File: src/rtl/softmax_pkg.sv
// Definitions shared by the softmax engine and its probability sink.
// Covers the FSM state encoding and the Q1.15 probability format.
package softmax_pkg;

    localparam int unsigned PROB_W = 16;
    localparam logic [PROB_W-1:0] PROB_ONE = 16'd32768;

    typedef enum logic [1:0] {
        S_IDLE    = 2'd0,
        S_CAPTURE = 2'd1,
        S_DRAIN   = 2'd2
    } state_t;

endpackage

File: src/rtl/prob_buf_ram.sv
// Simple dual-port row buffer: one write port and one read port.
// The read data is registered, so it appears one cycle after re_i.
module prob_buf_ram #(
    parameter int unsigned DEPTH = 256,
    parameter int unsigned WIDTH = 16,
    localparam int unsigned AW = $clog2(DEPTH)
) (
    input  logic             clk_i,
    input  logic             we_i,
    input  logic [AW-1:0]    waddr_i,
    input  logic [WIDTH-1:0] wdata_i,
    input  logic             re_i,
    input  logic [AW-1:0]    raddr_i,
    output logic [WIDTH-1:0] rdata_o
);

    logic [WIDTH-1:0] r_mem [DEPTH];
    logic [WIDTH-1:0] r_rdata;

    always_ff @(posedge clk_i) begin
        if (we_i) begin
            r_mem[waddr_i] <= wdata_i;
        end
        if (re_i) begin
            r_rdata <= r_mem[raddr_i];
        end
    end

    assign rdata_o = r_rdata;

endmodule

File: src/rtl/softmax_prob_sink.sv
// Captures one softmax row into a buffer and sums it.
// Then replays the row over a valid/ready stream that tolerates backpressure.
module softmax_prob_sink
    import softmax_pkg::*;
#(
    parameter int unsigned N      = 256,
    parameter int unsigned DATA_W = PROB_W,
    parameter int unsigned SUM_W  = 24,
    localparam int unsigned IDX_W = $clog2(N)
) (
    input  logic              clk_i,
    input  logic              rst_i,
    input  logic              arm_i,
    output logic              ready_o,
    input  logic              sm_valid_i,
    input  logic [DATA_W-1:0] sm_data_i,
    input  logic              sm_done_i,
    output logic              m_valid_o,
    output logic [DATA_W-1:0] m_data_o,
    output logic [IDX_W-1:0]  m_index_o,
    output logic              m_last_o,
    input  logic              m_ready_i,
    output logic [SUM_W-1:0]  prob_sum_o,
    output logic              sum_valid_o,
    output logic              err_o
);

    localparam int unsigned CNT_W = IDX_W + 1;
    localparam logic [CNT_W-1:0] FULL = CNT_W'(N);

    state_t r_state, w_state_d;

    logic [CNT_W-1:0]  r_wcnt, r_rcnt;
    logic [SUM_W-1:0]  r_sum;
    logic              r_sum_valid, r_err;
    logic              r_rd_pend;
    logic [IDX_W-1:0]  r_rd_idx;
    logic              r_skid_valid;
    logic [DATA_W-1:0] r_skid_data;
    logic [IDX_W-1:0]  r_skid_idx;
    logic              r_m_valid, r_m_last;
    logic [DATA_W-1:0] r_m_data;
    logic [IDX_W-1:0]  r_m_index;

    logic              w_cap_ok, w_done, w_pop, w_out_free, w_issue;
    logic [CNT_W-1:0]  w_final_cnt;
    logic [1:0]        w_occ;
    logic              w_land_valid, w_land_last;
    logic [DATA_W-1:0] w_land_data, w_ram_rdata;
    logic [IDX_W-1:0]  w_land_idx;

    assign w_cap_ok    = (r_state == S_CAPTURE) && sm_valid_i && (r_wcnt != FULL);
    assign w_done      = (r_state == S_CAPTURE) && sm_done_i;
    assign w_final_cnt = r_wcnt + CNT_W'(w_cap_ok);

    assign w_pop      = r_m_valid && m_ready_i;
    assign w_out_free = !r_m_valid || m_ready_i;
    // Items held or in flight; a new read is issued only if a slot is guaranteed next cycle.
    assign w_occ   = 2'(r_m_valid) + 2'(r_skid_valid) + 2'(r_rd_pend);
    assign w_issue = (r_state == S_DRAIN) && (r_rcnt != r_wcnt) && ((w_occ - 2'(w_pop)) <= 2'd1);

    assign w_land_valid = r_skid_valid || r_rd_pend;
    assign w_land_data  = r_skid_valid ? r_skid_data : w_ram_rdata;
    assign w_land_idx   = r_skid_valid ? r_skid_idx : r_rd_idx;
    assign w_land_last  = ({1'b0, w_land_idx} == (r_wcnt - 1'b1));

    prob_buf_ram #(
        .DEPTH (N),
        .WIDTH (DATA_W)
    ) u_buf (
        .clk_i   (clk_i),
        .we_i    (w_cap_ok),
        .waddr_i (r_wcnt[IDX_W-1:0]),
        .wdata_i (sm_data_i),
        .re_i    (w_issue),
        .raddr_i (r_rcnt[IDX_W-1:0]),
        .rdata_o (w_ram_rdata)
    );

    always_comb begin
        w_state_d = r_state;
        unique case (r_state)
            S_IDLE:    if (arm_i) w_state_d = S_CAPTURE;
            S_CAPTURE: if (sm_done_i) w_state_d = (w_final_cnt == '0) ? S_IDLE : S_DRAIN;
            S_DRAIN:   if (w_pop && r_m_last) w_state_d = S_IDLE;
            default:   w_state_d = S_IDLE;
        endcase
    end

    always_ff @(posedge clk_i) begin
        if (rst_i) begin
            r_state <= S_IDLE;
        end else begin
            r_state <= w_state_d;
        end
    end

    always_ff @(posedge clk_i) begin
        if (rst_i) begin
            r_wcnt       <= '0;
            r_rcnt       <= '0;
            r_sum        <= '0;
            r_sum_valid  <= 1'b0;
            r_err        <= 1'b0;
            r_rd_pend    <= 1'b0;
            r_rd_idx     <= '0;
            r_skid_valid <= 1'b0;
            r_skid_data  <= '0;
            r_skid_idx   <= '0;
            r_m_valid    <= 1'b0;
            r_m_last     <= 1'b0;
            r_m_data     <= '0;
            r_m_index    <= '0;
        end else begin
            r_sum_valid <= w_done;
            if ((r_state == S_IDLE) && arm_i) begin
                r_wcnt <= '0;
                r_sum  <= '0;
                r_err  <= 1'b0;
            end
            if (w_cap_ok) begin
                r_wcnt <= r_wcnt + 1'b1;
                r_sum  <= r_sum + SUM_W'(sm_data_i);
            end
            if (sm_valid_i && ((r_state != S_CAPTURE) || (r_wcnt == FULL))) begin
                r_err <= 1'b1;
            end
            if (w_done) begin
                if (w_final_cnt != FULL) r_err <= 1'b1;
                r_rcnt       <= '0;
                r_rd_pend    <= 1'b0;
                r_skid_valid <= 1'b0;
                r_m_valid    <= 1'b0;
                r_m_last     <= 1'b0;
            end
            if (r_state == S_DRAIN) begin
                r_rd_pend <= w_issue;
                if (w_issue) begin
                    r_rcnt   <= r_rcnt + 1'b1;
                    r_rd_idx <= r_rcnt[IDX_W-1:0];
                end
                if (w_out_free) begin
                    // Skid drains first; a read landing behind it takes its place.
                    r_m_valid    <= w_land_valid;
                    r_m_last     <= w_land_valid && w_land_last;
                    if (w_land_valid) begin
                        r_m_data  <= w_land_data;
                        r_m_index <= w_land_idx;
                    end
                    r_skid_valid <= r_skid_valid && r_rd_pend;
                    if (r_skid_valid) begin
                        r_skid_data <= w_ram_rdata;
                        r_skid_idx  <= r_rd_idx;
                    end
                end else if (r_rd_pend) begin
                    r_skid_valid <= 1'b1;
                    r_skid_data  <= w_ram_rdata;
                    r_skid_idx   <= r_rd_idx;
                end
                if (w_pop && r_m_last) begin
                    r_m_valid    <= 1'b0;
                    r_m_last     <= 1'b0;
                    r_skid_valid <= 1'b0;
                    r_rd_pend    <= 1'b0;
                end
            end
        end
    end

    assign ready_o     = (r_state == S_IDLE);
    assign m_valid_o   = r_m_valid;
    assign m_data_o    = r_m_data;
    assign m_index_o   = r_m_index;
    assign m_last_o    = r_m_last;
    assign prob_sum_o  = r_sum;
    assign sum_valid_o = r_sum_valid;
    assign err_o       = r_err;

endmodule

File: config.mk
export PLATFORM = sky130hd
export DESIGN_NAME = softmax_prob_sink
export DESIGN_NICKNAME = d
export VERILOG_FILES = /design/src/rtl/softmax_pkg.sv /design/src/rtl/prob_buf_ram.sv /design/src/rtl/softmax_prob_sink.sv
export SDC_FILE = /design/constraint.sdc
export NUM_CORES = 2
export LEC_CHECK = 0
export CORE_AREA = 2 2 614 494
export CTS_BUF_LIST = sky130_fd_sc_hd__clkbuf_4
export DETAILED_ROUTE_END_ITERATION = 12
export DIE_AREA = 0 0 616 496
export GPL_TIMING_DRIVEN = 0
export HOLD_SLACK_MARGIN = 0.06
export MAX_ROUTING_LAYER = met4
export PLACE_DENSITY = 0.71
export REMOVE_ABC_BUFFERS = 1
export SLEW_MARGIN = 20
export SYNTH_ARGS = -nofsm -noshare
export SYNTH_HDL_FRONTEND = slang
export SYNTH_SLANG_ARGS = --single-unit
File: constraint.sdc
create_clock -name clk_i -period 5.5 [get_ports clk_i]
set_input_delay 1.1 -clock clk_i [delete_from_list [all_inputs] [get_ports clk_i]]
set_output_delay 1.1 -clock clk_i [all_outputs]
set_load 0.1 [all_outputs]
# Word-level counts from Yosys, hierarchy flattened
# Memory sizes are Yosys's and may differ from the RTL's. A register that Yosys moved wholly into a read port is not among the register bits.
# Cells that the tools add are included.
[classes]
reduce_logical = 24
bitwise_logic = 0
n_div = 0
n_lt_le_gt_ge = 1
mul = 0
mux = 42
shift = 0
eq_ne = 12
n_addsub = 8
[op_table]
columns = ["cell", "count"]
rows = [
  ["2-to-1 mux 16 bit", 4],
  ["2-to-1 mux 24 bit", 2],
  ["2-to-1 mux 9 bit", 5],
  ["2-to-1 mux 8 bit", 4],
  ["adder 24 x 16 -> 24 bit", 1],
  ["2-to-1 mux 1 bit", 22],
  ["adder 9 x 1 -> 9 bit, second input constant", 2],
  ["inequality test 9 bit, second input constant", 2],
  ["logical AND 1 bit", 11],
  ["adder 9 x 1 -> 9 bit", 1],
  ["equality test 8 x 9 -> 1 bit", 1],
  ["equality test 9 bit, second input constant", 1],
  ["logical NOT 9 bit", 1],
  ["inequality test 9 bit", 1],
  ["AND reduction 3 bit", 3],
  ["subtractor 9 x 1 -> 9 bit, second input constant", 1],
  ["2-to-1 mux 2 bit", 4],
  ["inequality test 2 bit, second input constant", 3],
  ["case mux 2 bit (3 select lines)", 1],
  ["nonzero test 2 bit", 3],
  ["inequality test 2 x 1 -> 1 bit, second input constant", 2],
  ["logical OR 1 bit", 3],
  ["adder 1 x 1 -> 2 bit", 1],
  ["adder 2 x 1 -> 2 bit", 1],
  ["other kinds (7)", 7],
]
[word_totals]
mem_bits_ro = 0
out_inout_bits = 53
latchBits = 0
mem_bits_rw = 4096
reg_bits = 106
n_memories = 1
[memory_table]
columns = ["name", "words", "width", "read_ports", "rd_clocked_by_memory_dff", "wr", "line_no", "text"]
rows = [
  ["u_buf.r_mem", 256, 16, 1, 1, 1, "prob_buf_ram.sv:17", "logic [WIDTH-1:0] r_mem [DEPTH];"],
]

# Depth between registers and ports, before layout
[logic_depth]
depth_word = 8
mapped_depth = 17

# Modules after synthesis
# From an unflattened synthesis, not the netlist that was laid out.
[unflattened]
cells_unflattened = 8020
hier_area_um2 = 164607.9
[by_module_without_submodules]
columns = ["module", "seq_area_each_um2", "area_per_inst_um2", "cells_per_inst", "instances"]
rows = [
  ["prob_buf_ram", 123478.4, 158874.9, 7360, 1],
  ["softmax_prob_sink", 2122.0, 5733.0, 660, 1],
]

# Worst setup path after synthesis
# OpenSTA, ideal clock, no wires.
[synth_path]
path_kind = "reg2reg"
startpoint = "register r_sum[0], in the netlist prob_sum_o[0]"
endpoint = "register r_sum[20], in the netlist prob_sum_o[20]"
path_slack_ns = 1.968
required_time_ns = 5.379
t_arrival_ns = 3.411
stages_incl_launch_ff = 12
synth_period_minus_slack_ns = 3.532
path_buffers = 0
path_cell_list = "dfxtp_1 -> ha_1 -> inv_1 -> fa_1 -> nand2b_1 -> a21oi_1 -> o2111ai_1 -> nand2_1 -> o21ai_0 -> o31ai_1 -> nand4_1 -> mux2_2"
[synth_between]
elab_chain_len = 2
[synth_lines]
columns = ["item", "line_no", "text"]
rows = [
  ["from (decl)", "softmax_prob_sink.sv:34", "logic [SUM_W-1:0] r_sum;"],
  ["from (signal assigned)", "softmax_prob_sink.sv:123", "r_sum <= r_sum + SUM_W'(sm_data_i);"],
  ["adder 24 x 16 -> 24 bit", "softmax_prob_sink.sv:123", ""],
  ["2-to-1 mux 24 bit", "softmax_prob_sink.sv:121", "if (w_cap_ok) begin"],
]
# No other way between the ends.
# A chain may end at the register's enable or synchronous reset.

# Worst setup path in the final report
[layout_path]
startpoint = "register r_rcnt[0]"
endpoint = "register u_buf.r_rdata[1], in the netlist u_buf.rdata_o[1], read port of u_buf.r_mem, data pin"
[layout_between]
elab_chain_len = 3
[layout_lines]
columns = ["item", "line_no", "text"]
rows = [
  ["from (decl)", "softmax_prob_sink.sv:33", "logic [CNT_W-1:0] r_wcnt, r_rcnt;"],
  ["from (signal assigned)", "softmax_prob_sink.sv:139", "r_rcnt <= r_rcnt + 1'b1;"],
  ["inequality test 9 bit", "softmax_prob_sink.sv:60", "assign w_issue = (r_state == S_DRAIN) && (r_rcnt != r_wcnt) && ((w_occ - 2'(w_pop)) <= 2'd1);"],
  ["logical AND 1 bit (2 in a row)", "softmax_prob_sink.sv:60", ""],
  ["to (decl)", "prob_buf_ram.sv:18", "logic [WIDTH-1:0] r_rdata;"],
]
# Several ways; a longest one is shown, not always the timed one.

==> metrics.md <==
| Metric | Value |
|---|---|
| Post-synth top cells | 4112 x edfxtp_1, 1060 x mux4_2, 409 x nor2_1 |
| Leakage | 56.93 nW |
| Worst setup EP type | flop |
| Row count | 180 |
| Tot Pwr | 60.58 mW |
| Synth warn | 0 |
| Max Transition Viols Final | 0 |
| Max incr delay on CP | 0.80 ns |
| CP max-delay cell | dfxtp_4 |
| Outcome | completed |
| Worst-path cell chain | buf_12 -> buf_16 -> buf_16 -> buf_12 -> buf_16 -> mux4_2 -> mux4_2 -> a22oi_1 -> nand3_1 -> o21ai_0 -> a21oi_1 |
| Starting DRT DRC Count | 12760 |
| GR Overflow Total | 0 |
| Pre-Repair DR Iteration Count | 8 |
| Root Buffer | clkbuf_4 |
| Peak VDD IR | 0.0001984 V |
| CP most frequent cell | buf_16 |
| Vias in the first global route | 83610 |
| Min Tclk post-route | 5.402 ns |
| Worst setup SP type | flop |
| Max Fclk | 185.1 MHz |
| Largest net degree at the start of global routing | about 140 |
| Final setup TNS | 0 ns |
| Reg power frac | 0.582 |
| Ys async rst share | 0 |
| H-Tree Depth | 6 |
| Worst-path clk slew | 0.08 ns |
| Min Hold Slack | 0.4833 ns |
| Seq/Total Area, Yosys | 0.7651 |
| Psw | between 10 and 15 mW |
| # Post-CTS Setup Buffers | 0 |
| Layout net count | 8446 |
| Mapped cell area | 0.1642 mm² |
| Int Pwr | 47.81 mW |
| PwrDens | about 320 mW/mm² |
| Number of port buffers | 74 |
| Gr usage total | 0.2876 |
| EDFF count, synth | 4112 |
| Die Area | around 0.31 mm² |
| Hold Path Class | flop to flop |
| Post-DP HPWL | between 200 and 300 mm |
| Final Wtd Congestion | approximately 0.83 |
| Placed Instance Area | 0.1746 mm² |
| Final std cells w/o fill | 13170 |
| Placed Instances | 11440 |
| Initial antenna violation count | 28 |
| Cells after synthesis | roughly 7500 |
| CTS Buf Count | 945 |
| WP data arrival | 6.59 ns |
| Top FF cell, synth | edfxtp_1 |
| Comb power frac | 0.014 |
| Post-synth top area share | 0.7522 |
| Worst Path Class, Setup | flop to flop |
| Final Instance Area | 0.1870 mm² |
| First-pass GRT wire length | 603.2 mm |
| DRC Markers | 0 |
| Fin util | 0.6247 |
| Seq cells post-synth | approximately 4200 |
| Total Wirelength | 426.5 mm |
| Chip Width | 616 µm |
| Layout cells sized above 1 | 0.3531 |
| Final period utilization | 0.9821 |
| Clock power share | 0.404 |
| Setup ws final | 0.09826 ns |
| Area added between synthesis and finish | 13.90% |
| Clock Latency Late Sink | 1.47 ns |
| Place WS | -0.7451 ns |
| Distinct cell type count after synthesis | 81 |
| Die height | ~500 µm |
| Slew headroom | 0.08676 |
| Final setup viols | 0 |
| Max Cap Viol | 0 |
| Sw Ratio | 0.2107 |
| Buf+Inv Stages, Crit Path | 5 |
| Avg Cell Area, Syn | 21.94 µm² |
| Synth area leaders | edfxtp_1 75%, mux4_2 15%, mux2i_1 1.9%, dfxtp_1 1.3%, nor2_1 0.94% |
| Largest area contributor in the netlist | edfxtp_1 |
| Max Fanout on Critical Path | 34 |
| Initial Util | 0.5484 |
| Per-cell routed wire length | around 32 µm |
| Cell with the most instances after synthesis | edfxtp_1 |
| Worst slew pin tran | ~1.4 ns |
| WP data required | 6.69 ns |
| Core area | 0.2993 mm² |
| Remaining antenna violation count | 0 |
| CP top delay family | buffers and inverters |
| RSZ-0062 raised after global routing | no |
| Layout Skew | 0.1433 ns |
| Vias | 85020 |
| CTS max path bufs | 4 |
| CTS tree | done |
| Via/cell ratio | 6.454 |
| # IOs | 75 |
| Num Clock Sinks | 4218 |
| Final Hold Fails | 0 |
power groups by stage:
stage	sequential, mW	clock [mW]	combinational, mW
final	35.2	24.5	0.875
after global routing	35.2	26.4	0.922
after CTS	35.2	24.8	0.862
after detailed placement	35.9	0	0.853
after global placement	36.3	0	0.732
after floorplan	36.0	0	0.128
worst paths after layout:
check,depth (start not counted),from,end,slack [ns]
min reg2reg,2,prob_sum_o[7],prob_sum_o[7],0.48
max reg2reg,11,r_rcnt[0],u_buf.rdata_o[1],0.1
min,2,prob_sum_o[7],prob_sum_o[7],0.48
max,11,r_rcnt[0],u_buf.rdata_o[1],0.1
sequential cells by signal, indices dropped and copies added (netlist names), 2 cells and up:
| register | cells |
|---|---|
| r_wcnt | 9 |
| r_rd_idx | 8 |
| m_data_o | 16 |
| r_rcnt | 9 |
| u_buf.r_mem | 4096 |
| r_skid_data | 16 |
| prob_sum_o | 24 |
| m_index_o | 8 |
| u_buf.rdata_o | 16 |
| r_skid_idx | 8 |
| r_state | 2 |
area by class of cell:
type                       count  area (µm²)
antenna                       25       62.56
clock buffer                1419       10650
clock inverter               276        1505
fill                       19850      112300
inverter                      20       92.59
multi-input combinational   2799       37010
sequential                  4218      125600
tap                         4004        5010
timing repair buffer         412        7015
metal layers:
| metal | GRT usage | wire length, µm | vias up |
|---|---|---|---|
| li1 | - | - | 34180 |
| met1 | 0.4011 | 163300 | 44240 |
| met2 | 0.4038 | 189500 | 5784 |
| met3 | 0.08494 | 56620 | 815 |
| met4 | 0.1109 | 17150 | 0 |
| met5 | - | 0 | - |
cells by family (layout without fill, tap and decap cells):
| family | Yosys count | after routing | synth area share |
|---|---|---|---|
| fa+ha+maj | 28 | 28 | 0.002180 |
| simple gates | 744 | 744 | 0.01965 |
| mux | 1405 | 1405 | 0.1678 |
| compound gates | 587 | 587 | 0.02438 |
| flops | 4218 | 4218 | 0.7651 |
| other cells | 0 | 25 | 0 |
| buf+inv | 465 | 2127 | 0.01899 |
| xor+xnor | 35 | 35 | 0.001867 |
worst reg2reg max path: stages (launching register included):
cell,delay [ns]
dfxtp_4,0.80
buf_12,0.33
buf_16,0.30
buf_16,0.30
buf_12,0.27
buf_16,0.29
mux4_2,0.63
mux4_2,0.50
a22oi_1,0.76
nand3_1,0.40
o21ai_0,0.45
a21oi_1,0.10
repair_timing:
action,CTS,global route
hold endpoints to repair,509,0
pin swaps,0,0
setup endpoints to repair,1069,1
gates resized for setup,2,1
hold buffers,17,0
placed cells by master (no fill, tap or decap), types with 16 or more instances in the layout:
master,synthesis,layout
ha_1,27,27
mux4_2,1060,1060
a21oi_1,148,148
xnor2_1,20,20
clkinv_1,0,216
nor3_1,24,24
nor2b_1,23,21
diode_2,0,25
buf_12,13,46
dlygate4sd3_1,0,17
o22ai_1,36,36
o221ai_1,36,36
edfxtp_1,4112,4112
dfxtp_1,106,97
nand2_1,138,124
buf_16,0,104
nand3_1,62,45
buf_8,38,106
buf_6,42,79
nor2_4,0,127
mux2_2,17,17
clkdlybuf4s50_1,0,55
mux2i_1,316,316
inv_2,3,16
a211oi_1,51,49
nor2_1,409,145
nor2_2,0,137
clkinv_2,0,18
a22oi_1,41,41
a221oi_1,67,66
clkbuf_4,10,1419
o21ai_0,88,85
(Power assumes the default switching activity.)
